==> src/rtl/viewport_scaler_pipe.sv <==
// Pipelined per-vertex viewport scaler: one primitive per handshake, vertices walked
// one per cycle through a shared X/Y multiplier pair, result returned as one bundle.
module viewport_scaler_pipe #(
  parameter int DATA_W  = 21,
  parameter int SCALE_W = 21,
  parameter int FRAC_W  = 18,
  parameter int NUM_VTX = 4,
  parameter int ROUND   = 0
) (
  input  logic                        clk,
  input  logic                        rst_n,
  input  logic                        in_valid,
  output logic                        in_ready,
  input  logic [NUM_VTX*3*DATA_W-1:0] in_vtx,
  input  logic [SCALE_W-1:0]          scale_x,
  input  logic [SCALE_W-1:0]          scale_y,
  input  logic [DATA_W-1:0]           off_x,
  input  logic [DATA_W-1:0]           off_y,
  output logic                        out_valid,
  input  logic                        out_ready,
  output logic [NUM_VTX*3*DATA_W-1:0] out_vtx,
  output logic                        out_sat
);

  localparam int VW = 3 * DATA_W;
  localparam int PW = DATA_W + SCALE_W;
  localparam int SW = PW + 1;
  localparam int IW = $clog2(NUM_VTX + 1);

  localparam logic signed [SW-1:0] MAXV = {{(SW-DATA_W+1){1'b0}}, {(DATA_W-1){1'b1}}};
  localparam logic signed [SW-1:0] MINV = {{(SW-DATA_W+1){1'b1}}, {(DATA_W-1){1'b0}}};
  localparam logic signed [SW-1:0] RND  = {{(SW-FRAC_W){1'b0}}, 1'b1, {(FRAC_W-1){1'b0}}};

  typedef enum logic [1:0] {IDLE, RUN, DONE} state_t;

  state_t state, nstate;
  logic   armed;

  logic [NUM_VTX*VW-1:0]      vtx_q;
  logic signed [SCALE_W-1:0]  sx_q, sy_q;
  logic signed [DATA_W-1:0]   ox_q, oy_q;
  logic [IW-1:0]              idx, s1_idx;
  logic                       s1_valid;
  logic signed [PW-1:0]       s1_px, s1_py;
  logic [DATA_W-1:0]          s1_z;

  logic [VW-1:0]              cur;
  logic signed [DATA_W-1:0]   cur_x, cur_y;
  logic signed [PW-1:0]       mul_x, mul_y;
  logic                       issue, accept, s1_last;
  logic [DATA_W-1:0]          res_x, res_y;
  logic                       sat_x, sat_y;

  // Shift, offset and clamp one product; MSB of the result flags a clamp.
  function automatic logic [DATA_W:0] post(input logic signed [PW-1:0] p,
                                           input logic signed [DATA_W-1:0] off);
    logic signed [SW-1:0] t;
    t = {p[PW-1], p};
    if (ROUND != 0) t = t + RND;
    t = t >>> FRAC_W;
    t = t + {{(SW-DATA_W){off[DATA_W-1]}}, off};
    if (t > MAXV) return {1'b1, MAXV[DATA_W-1:0]};
    if (t < MINV) return {1'b1, MINV[DATA_W-1:0]};
    return {1'b0, t[DATA_W-1:0]};
  endfunction

  always_comb begin
    nstate   = state;
    in_ready = armed && (state == IDLE);
    case (state)
      IDLE:    if (in_valid && in_ready) nstate = RUN;
      RUN:     if (s1_valid && s1_last) nstate = DONE;
      DONE:    if (out_ready) nstate = IDLE;
      default: nstate = IDLE;
    endcase
  end

  assign accept  = in_valid && in_ready;
  assign issue   = (state == RUN) && (idx != IW'(NUM_VTX));
  assign s1_last = (s1_idx == IW'(NUM_VTX - 1));

  always_comb begin
    cur = '0;
    for (int unsigned k = 0; k < NUM_VTX; k++)
      if (idx == IW'(k)) cur = vtx_q[k*VW +: VW];
  end

  assign cur_x = cur[DATA_W-1:0];
  assign cur_y = cur[2*DATA_W-1:DATA_W];
  assign mul_x = PW'(cur_x) * PW'(sx_q);
  assign mul_y = PW'(cur_y) * PW'(sy_q);

  always_comb begin
    {sat_x, res_x} = post(s1_px, ox_q);
    {sat_y, res_y} = post(s1_py, oy_q);
  end

  always_ff @(posedge clk or negedge rst_n) begin
    if (!rst_n) state <= IDLE;
    else        state <= nstate;
  end

  always_ff @(posedge clk or negedge rst_n) begin
    if (!rst_n) begin
      armed     <= 1'b0;
      vtx_q     <= '0;
      sx_q      <= '0;
      sy_q      <= '0;
      ox_q      <= '0;
      oy_q      <= '0;
      idx       <= '0;
      s1_valid  <= 1'b0;
      s1_idx    <= '0;
      s1_px     <= '0;
      s1_py     <= '0;
      s1_z      <= '0;
      out_vtx   <= '0;
      out_sat   <= 1'b0;
      out_valid <= 1'b0;
    end else begin
      armed <= 1'b1;
      if (accept) begin
        vtx_q   <= in_vtx;
        sx_q    <= scale_x;
        sy_q    <= scale_y;
        ox_q    <= off_x;
        oy_q    <= off_y;
        idx     <= '0;
        out_sat <= 1'b0;
      end else if (issue) begin
        idx <= idx + IW'(1);
      end

      s1_valid <= issue;
      if (issue) begin
        s1_px  <= mul_x;
        s1_py  <= mul_y;
        s1_z   <= cur[VW-1:2*DATA_W];
        s1_idx <= idx;
      end

      if (s1_valid) begin
        for (int unsigned k = 0; k < NUM_VTX; k++)
          if (s1_idx == IW'(k)) out_vtx[k*VW +: VW] <= {s1_z, res_y, res_x};
        out_sat <= out_sat | sat_x | sat_y;
        if (s1_last) out_valid <= 1'b1;
      end

      if ((state == DONE) && out_ready) out_valid <= 1'b0;
    end
  end

endmodule

==> config.mk <==
export PLATFORM = sky130hd
export DESIGN_NAME = viewport_scaler_pipe
export DESIGN_NICKNAME = d
export VERILOG_FILES = /design/src/rtl/viewport_scaler_pipe.sv
export SDC_FILE = /design/constraint.sdc
export NUM_CORES = 2
export LEC_CHECK = 0
export ABC_AREA = 1
export ABC_CLOCK_PERIOD_IN_PS = 7300
export CAP_MARGIN = 10
export CORE_MARGIN = 2
export CORE_UTILIZATION = 55
export CTS_BUF_LIST = sky130_fd_sc_hd__clkbuf_16
export DETAILED_ROUTE_END_ITERATION = 8
export DONT_BUFFER_PORTS = 1
export PLACE_DENSITY = 0.72
export SLEW_MARGIN = 20
export SYNTH_ARGS = -nofsm -noshare
export SYNTH_HDL_FRONTEND = slang
export SYNTH_SLANG_ARGS = --single-unit
==> constraint.sdc <==
create_clock -name clk -period 7.3 [get_ports clk]
set_input_delay 0.365 -clock clk [delete_from_list [all_inputs] [get_ports clk]]
set_output_delay 0.365 -clock clk [all_outputs]
set_load 0.01 [all_outputs]
; Yosys cells after proc, flatten, opt, wreduce, memory -nomap -nowiden
; Cells that the tools add are included.
[op_classes]
n_addsub = 3
multipliers = 2
order_cmp = 4
n_eq_ne = 12
mux = 29
bitwise_logic = 2
n_reduce_logical = 18
[op_table]
columns = cell, n
row1 = $mux W63, 4
row2 = $mux W22, 8
row3 = $mul A21 B21 Y42, 2
row4 = $add A24 B21 Y25, 2
row5 = $gt A25 B21 Y1 const B, 2
row6 = $lt A25 B21 Y1 const B, 2
row7 = $eq A3 B2 Y1 const B, 4
row8 = $mux W1, 11
row9 = $reduce_and A2 Y1, 5
row10 = $reduce_bool A2 Y1, 4
row11 = $eq A3 B1 Y1 const B, 2
row12 = $logic_not A3 Y1, 2
row13 = $mux W2, 3
row14 = $mux W3, 2
row15 = $ne A2 B2 Y1 const B, 3
row16 = $pmux W2 S3, 1
row17 = $logic_and A1 B1 Y1, 5
row18 = $add A3 B1 Y3 const B, 1
row19 = $ne A3 B3 Y1 const B, 1
row20 = $reduce_and A3 Y1, 1
row21 = $eq A2 B1 Y1 const B, 1
row22 = $eq A2 B2 Y1 const B, 1
row23 = $logic_not A2 Y1, 1
row24 = $or A1 B1 Y1, 2
[word_totals]
regBits = 705
out_inout_bits = 255

; Logic depth before layout (Yosys ltp)
[logic_depth]
word_depth = 9
ltp_mapped = 40
ltp_nobuf = 37

; Worst setup path after synthesis
; No wires, ideal clock.
[synth_path]
kind = reg2reg
from = register idx[0]
to = register s1_px[39]
setup_time_ps = 136
t_arrival_ps = 7333
path_slack_ps = -169
path_stages_with_launch = 36
n_path_buf = 4
period_less_slack_ps = 7469
cell_sequence = dfrtp_1 -> inv_1 -> ha_1 -> nand2_2 -> buf_4 -> inv_2 -> buf_2 -> buf_2 -> a221oi_1 -> o21ai_0 -> o21ai_1 -> buf_2 -> nor2_1 -> inv_1 -> fa_1 -> fa_1 -> inv_1 -> fa_1 -> inv_1 -> fa_1 -> inv_1 -> fa_1 -> fa_1 -> inv_1 -> fa_1 -> inv_1 -> ha_1 -> a21oi_1 -> inv_1 -> nor2_1 -> o21ai_0 -> inv_1 -> o221ai_1 -> a21oi_1 -> xor2_1 -> o21ai_0
[synth_via]
elab_chain_cells = 6
[synth_lines]
columns = item, line
row1 = from (decl), 42  ; logic [IW-1:0] idx, s1_idx;
row2 = from (signal assigned), 131  ; idx <= idx + IW'(1);
row3 = $logic_not A3 Y1, 85  ; if (idx == IW'(k)) cur = vtx_q[k*VW +: VW];
row4 = $mux W63 (4 in a row), 85
row5 = $mul A21 B21 Y42, 90  ; assign mul_x = PW'(cur_x) * PW'(sx_q);
row6 = to (signal assigned), 136  ; s1_px <= mul_x;
row7 = to (decl), 44  ; logic signed [PW-1:0] s1_px, s1_py;
; Several ways; a longest one is shown, not always the timed one.
; A chain may end at the register's enable or synchronous reset.

; Final worst setup path
[layout_path]
from = register idx[1]
to = register s1_py[41]
[layout_via]
elab_chain_cells = 6
[layout_lines]
columns = item, line
row1 = $logic_not A3 Y1, 85
row2 = $mux W63 (4 in a row), 85
row3 = $mul A21 B21 Y42, 91  ; assign mul_y = PW'(cur_y) * PW'(sy_q);
row4 = to (signal assigned), 137  ; s1_py <= mul_y;
row5 = to (decl), 44
; Several ways; a longest one is shown, not always the timed one.

==> results.sh <==
export IMPL_clk_root_buffer_cell="clkbuf_16"
export IMPL_utilization_pct=68.4
export IMPL_grt_max_degree=670
export IMPL_areaGrowthSynthToFinish_pct=22.9
export IMPL_clkTransAtPathRegs_ps=60
export IMPL_finalNetCount=9646
export IMPL_ys_types=49
export IMPL_synthTopCellsByArea="fa_1 30%, dfrtp_1 27%, nand2_1 11%"
export IMPL_die_x_um=339
export IMPL_path_class="reg -> reg"
export IMPL_drt_met1_wl_um=83200
export IMPL_synthArstFlopShare_pct=100
export IMPL_cpMostUsedCell="fa_1"
export IMPL_drv_slew=0
export IMPL_cts_max_path_buffers=3
export IMPL_dieHeight_um=339
export IMPL_grt_pass1_wl_um=327000
export IMPL_final_layout_size_suffix_gt1_share_pct=14.8
export IMPL_synthMuxAreaShare_pct=0
export IMPL_cp_slowest_stage_delay_ps=570
export IMPL_rows=122
export IMPL_grtUsageTotal_pct=37.1
export IMPL_syn_area_um2=61700
export IMPL_dieArea_um2=115000
export IMPL_setup_ws_ps=-371
export IMPL_synth_xor_area_share_pct=1.33
export IMPL_finalSetupViolCount=43
export IMPL_route_met2_wl_um=93800
export IMPL_clock_latency_ps=700
export IMPL_drt_drc_violations_left=0
export IMPL_failed_checks="setup timing"
export IMPL_synth_top_family_by_area="adder cells"
export IMPL_cts_tree="done"
export IMPL_synth_top_area_share_pct=29.8
export IMPL_cpLargestDelayFamily="adder cells"
export IMPL_synth_edf_count=0
export IMPL_htree_levels=3
export IMPL_drv_cap=0
export IMPL_crit_slowest_cell="fa_1"
export IMPL_io_pin_count=595
export IMPL_slew_headroom_pct=23.2
export IMPL_rsz0062_at_grt="yes"
export IMPL_dr_pass1_iters=7
export IMPL_synthAdderAreaFrac_pct=35.2
export IMPL_drt_wl_total_um=215000
export IMPL_maxUsedRoutingLayer="met5"
export IMPL_syn_avg_cell_area_um2=8.42
export IMPL_ant_nets=0
export IMPL_postSynthCellCount=7336
export IMPL_clkSinkCount=669
export IMPL_drt_iter0_drc=5140
export IMPL_critPathMaxFanout=13
export IMPL_post_drt_wl_per_cell_um=22.2
export IMPL_synth_simple_area_share_pct=17.8
export IMPL_yosysTopAreaCell="fa_1"
export IMPL_finalHoldViolations=0
export IMPL_tns_ps=-9600
export IMPL_skew_ps=49.3
export IMPL_synth_compound_area_share_pct=8.13
export IMPL_final_cells=9679
export IMPL_post_place_ws_ps=-562
export IMPL_post_place_cells=9109
export IMPL_syn_num_nets=8861
export IMPL_ys_ff_latch=669
export IMPL_fillCellCount=8543
export IMPL_finalWeightedCongestion=1.01
export IMPL_period_needed_ps=7670
export IMPL_yosys_warnings=0
export IMPL_antenna_found_initial=16
export IMPL_cp_arrival_ps=8200
export IMPL_vias=54161
export IMPL_end_kind="flip-flop"
export IMPL_worst_path_buf_inv=8
export IMPL_grt_pass1_vias=55863
export IMPL_cp_start_kind="flip-flop"
export IMPL_vias_per_cell=5.60
export IMPL_overflow=0
export IMPL_fmax_mhz=130
export IMPL_dr_wl_met3_um=26100
export IMPL_tightestPinTransition_ps=1150
export IMPL_outcome="finished with violations"
export IMPL_crit_required_ps=7820
export IMPL_synthFlopType="dfrtp_1"
export IMPL_port_buffers=0
export IMPL_dp_hpwl_um=162000
export IMPL_numCtsBuffers=75
export IMPL_coreArea_um2=111000
export IMPL_hold_path_class="in -> reg"
export IMPL_finalCritPeriodShare_pct=105
export IMPL_initial_core_util_pct=55.6
export IMPL_ys_seq_area_share_pct=27.1
## Yosys cell counts, types with 4 or more instances
| master | n |
|---|---|
| a211oi_1 | 7 |
| a21o_1 | 25 |
| a21oi_1 | 154 |
| a221oi_1 | 47 |
| a31oi_1 | 175 |
| and3_1 | 7 |
| buf_1 | 12 |
| buf_2 | 60 |
| buf_4 | 7 |
| buf_6 | 4 |
| clkbuf_1 | 239 |
| clkinv_1 | 11 |
| dfrtp_1 | 669 |
| fa_1 | 918 |
| ha_1 | 267 |
| inv_1 | 1324 |
| inv_2 | 25 |
| nand2_1 | 1873 |
| nand2_2 | 13 |
| nand3_1 | 90 |
| nand3b_1 | 6 |
| nand4_1 | 16 |
| nor2_1 | 785 |
| nor3_1 | 37 |
| nor4_1 | 7 |
| o21a_1 | 12 |
| o21ai_0 | 338 |
| o21ai_1 | 36 |
| o21ai_2 | 21 |
| o21bai_1 | 13 |
| o22ai_1 | 22 |
| o31ai_1 | 4 |
| xnor2_1 | 48 |
| xor2_1 | 46 |
## per-layer routing
metal / GRT usage (%) / up-vias
met1: 49.3 / 26508
met5: 0 / -
met2: 56.2 / 3279
li1: - / 23769
met3: 11.0 / 601
met4: 16.8 / 4
## repair_timing
item                                    in CTS  in global routing
gates resized for setup                    246                231
endpoints found under the setup margin      45                 48
pin swaps                                   42                 58
endpoints found under the hold margin     1003                342
hold buffers                               333                  2
setup buffers                               58                 25
gates cloned                                 0                  1
## worst reg2reg max path: cells and delay by family, from the launching register on
family	cells	cell delay, ps
compound gates	8	1470
xor+xnor	1	160
fa+ha+maj	9	4200
buf+inv	8	930
flops	1	400
simple gates	3	320
## through the flow
stage | hold WS, ps | instance area [µm²]
6_report | 122 | 75900
5_1_grt | 72.0 | 75900
4_1_cts | -666 | 74700
3_5_place_dp | 87.9 | 67300
3_3_place_gp | 86.9 | 67300
2_1_floorplan | 69.4 | 61800
## final timing paths
path                                 start         end  slack (ps)  cells after the start
worst max-delay path                idx[1]   s1_py[41]        -370                     29
min in group asynchronous            rst_n    sy_q[19]         210                      2
worst max register to register      idx[1]   s1_py[41]        -370                     29
worst min register to register  vtx_q[233]  vtx_q[233]         470                      2
max in group asynchronous            rst_n    ox_q[20]        4410                      5
worst min-delay path            in_vtx[47]   vtx_q[47]         120                      2
## cell families after synthesis
kind of cell             count (synthesis)
AND/OR/NAND/NOR                       2841
buffers and inverters                 1682
adder cells (fa/ha/maj)               1185
AO/OA/AOI/OAI                          864
flip-flops                             669
XOR/XNOR                                94
other                                    1
## state kept, by name, indices dropped and copies added (netlist names), 21 cells and up
name,flops
s1_z,21
sy_q,21
s1_px,24
s1_py,24
ox_q,21
out_vtx,252
vtx_q,252
sx_q,21
oy_q,21
## layout make-up
type                            count  area [µm²]  area share [%]
Timing Repair Buffer             1030        9440            12.4
Tap cell                         1488        1860            2.45
Sequential cell                   669       16700            22.1
Clock inverter                     61         656           0.864
Antenna cell                       11        27.5          0.0363
Clock buffer                       75        1880            2.47
Multi-Input combinational cell   4985       40100            52.9
Inverter                         1360        5170            6.82
## cells in the final DEF, fill, tap and decap left out, drive strengths merged
master,netlist,layout
nor3,38,38
or2,1,1
o21a,12,12
a21oi,154,154
a221oi,47,47
conb,1,1
nor3b,1,1
o221ai,1,1
clkinv,11,46
o22ai,22,22
o211ai,3,3
a21o,25,25
a31oi,175,175
and3,7,7
xnor2,48,48
nand3,90,90
clkinvlp,0,6
o21ai,395,395
nand2,1887,1887
o2111ai,2,2
dfrtp,669,669
nor2,786,786
bufinv,0,6
ha,267,267
a211oi,7,7
fa,918,918
a31o,1,1
nand3b,6,6
o32ai,1,1
dlygate4sd3,0,334
clkbuf,239,76
xor2,46,46
nand4,17,17
nor4,8,8
inv,1349,1363
diode,0,11
buf,83,695
o221a,1,1
o31ai,4,4
o21bai,14,14
Power is not shown: default switching activity piles up to over one toggle a cycle in this logic, so the estimate is an artifact.
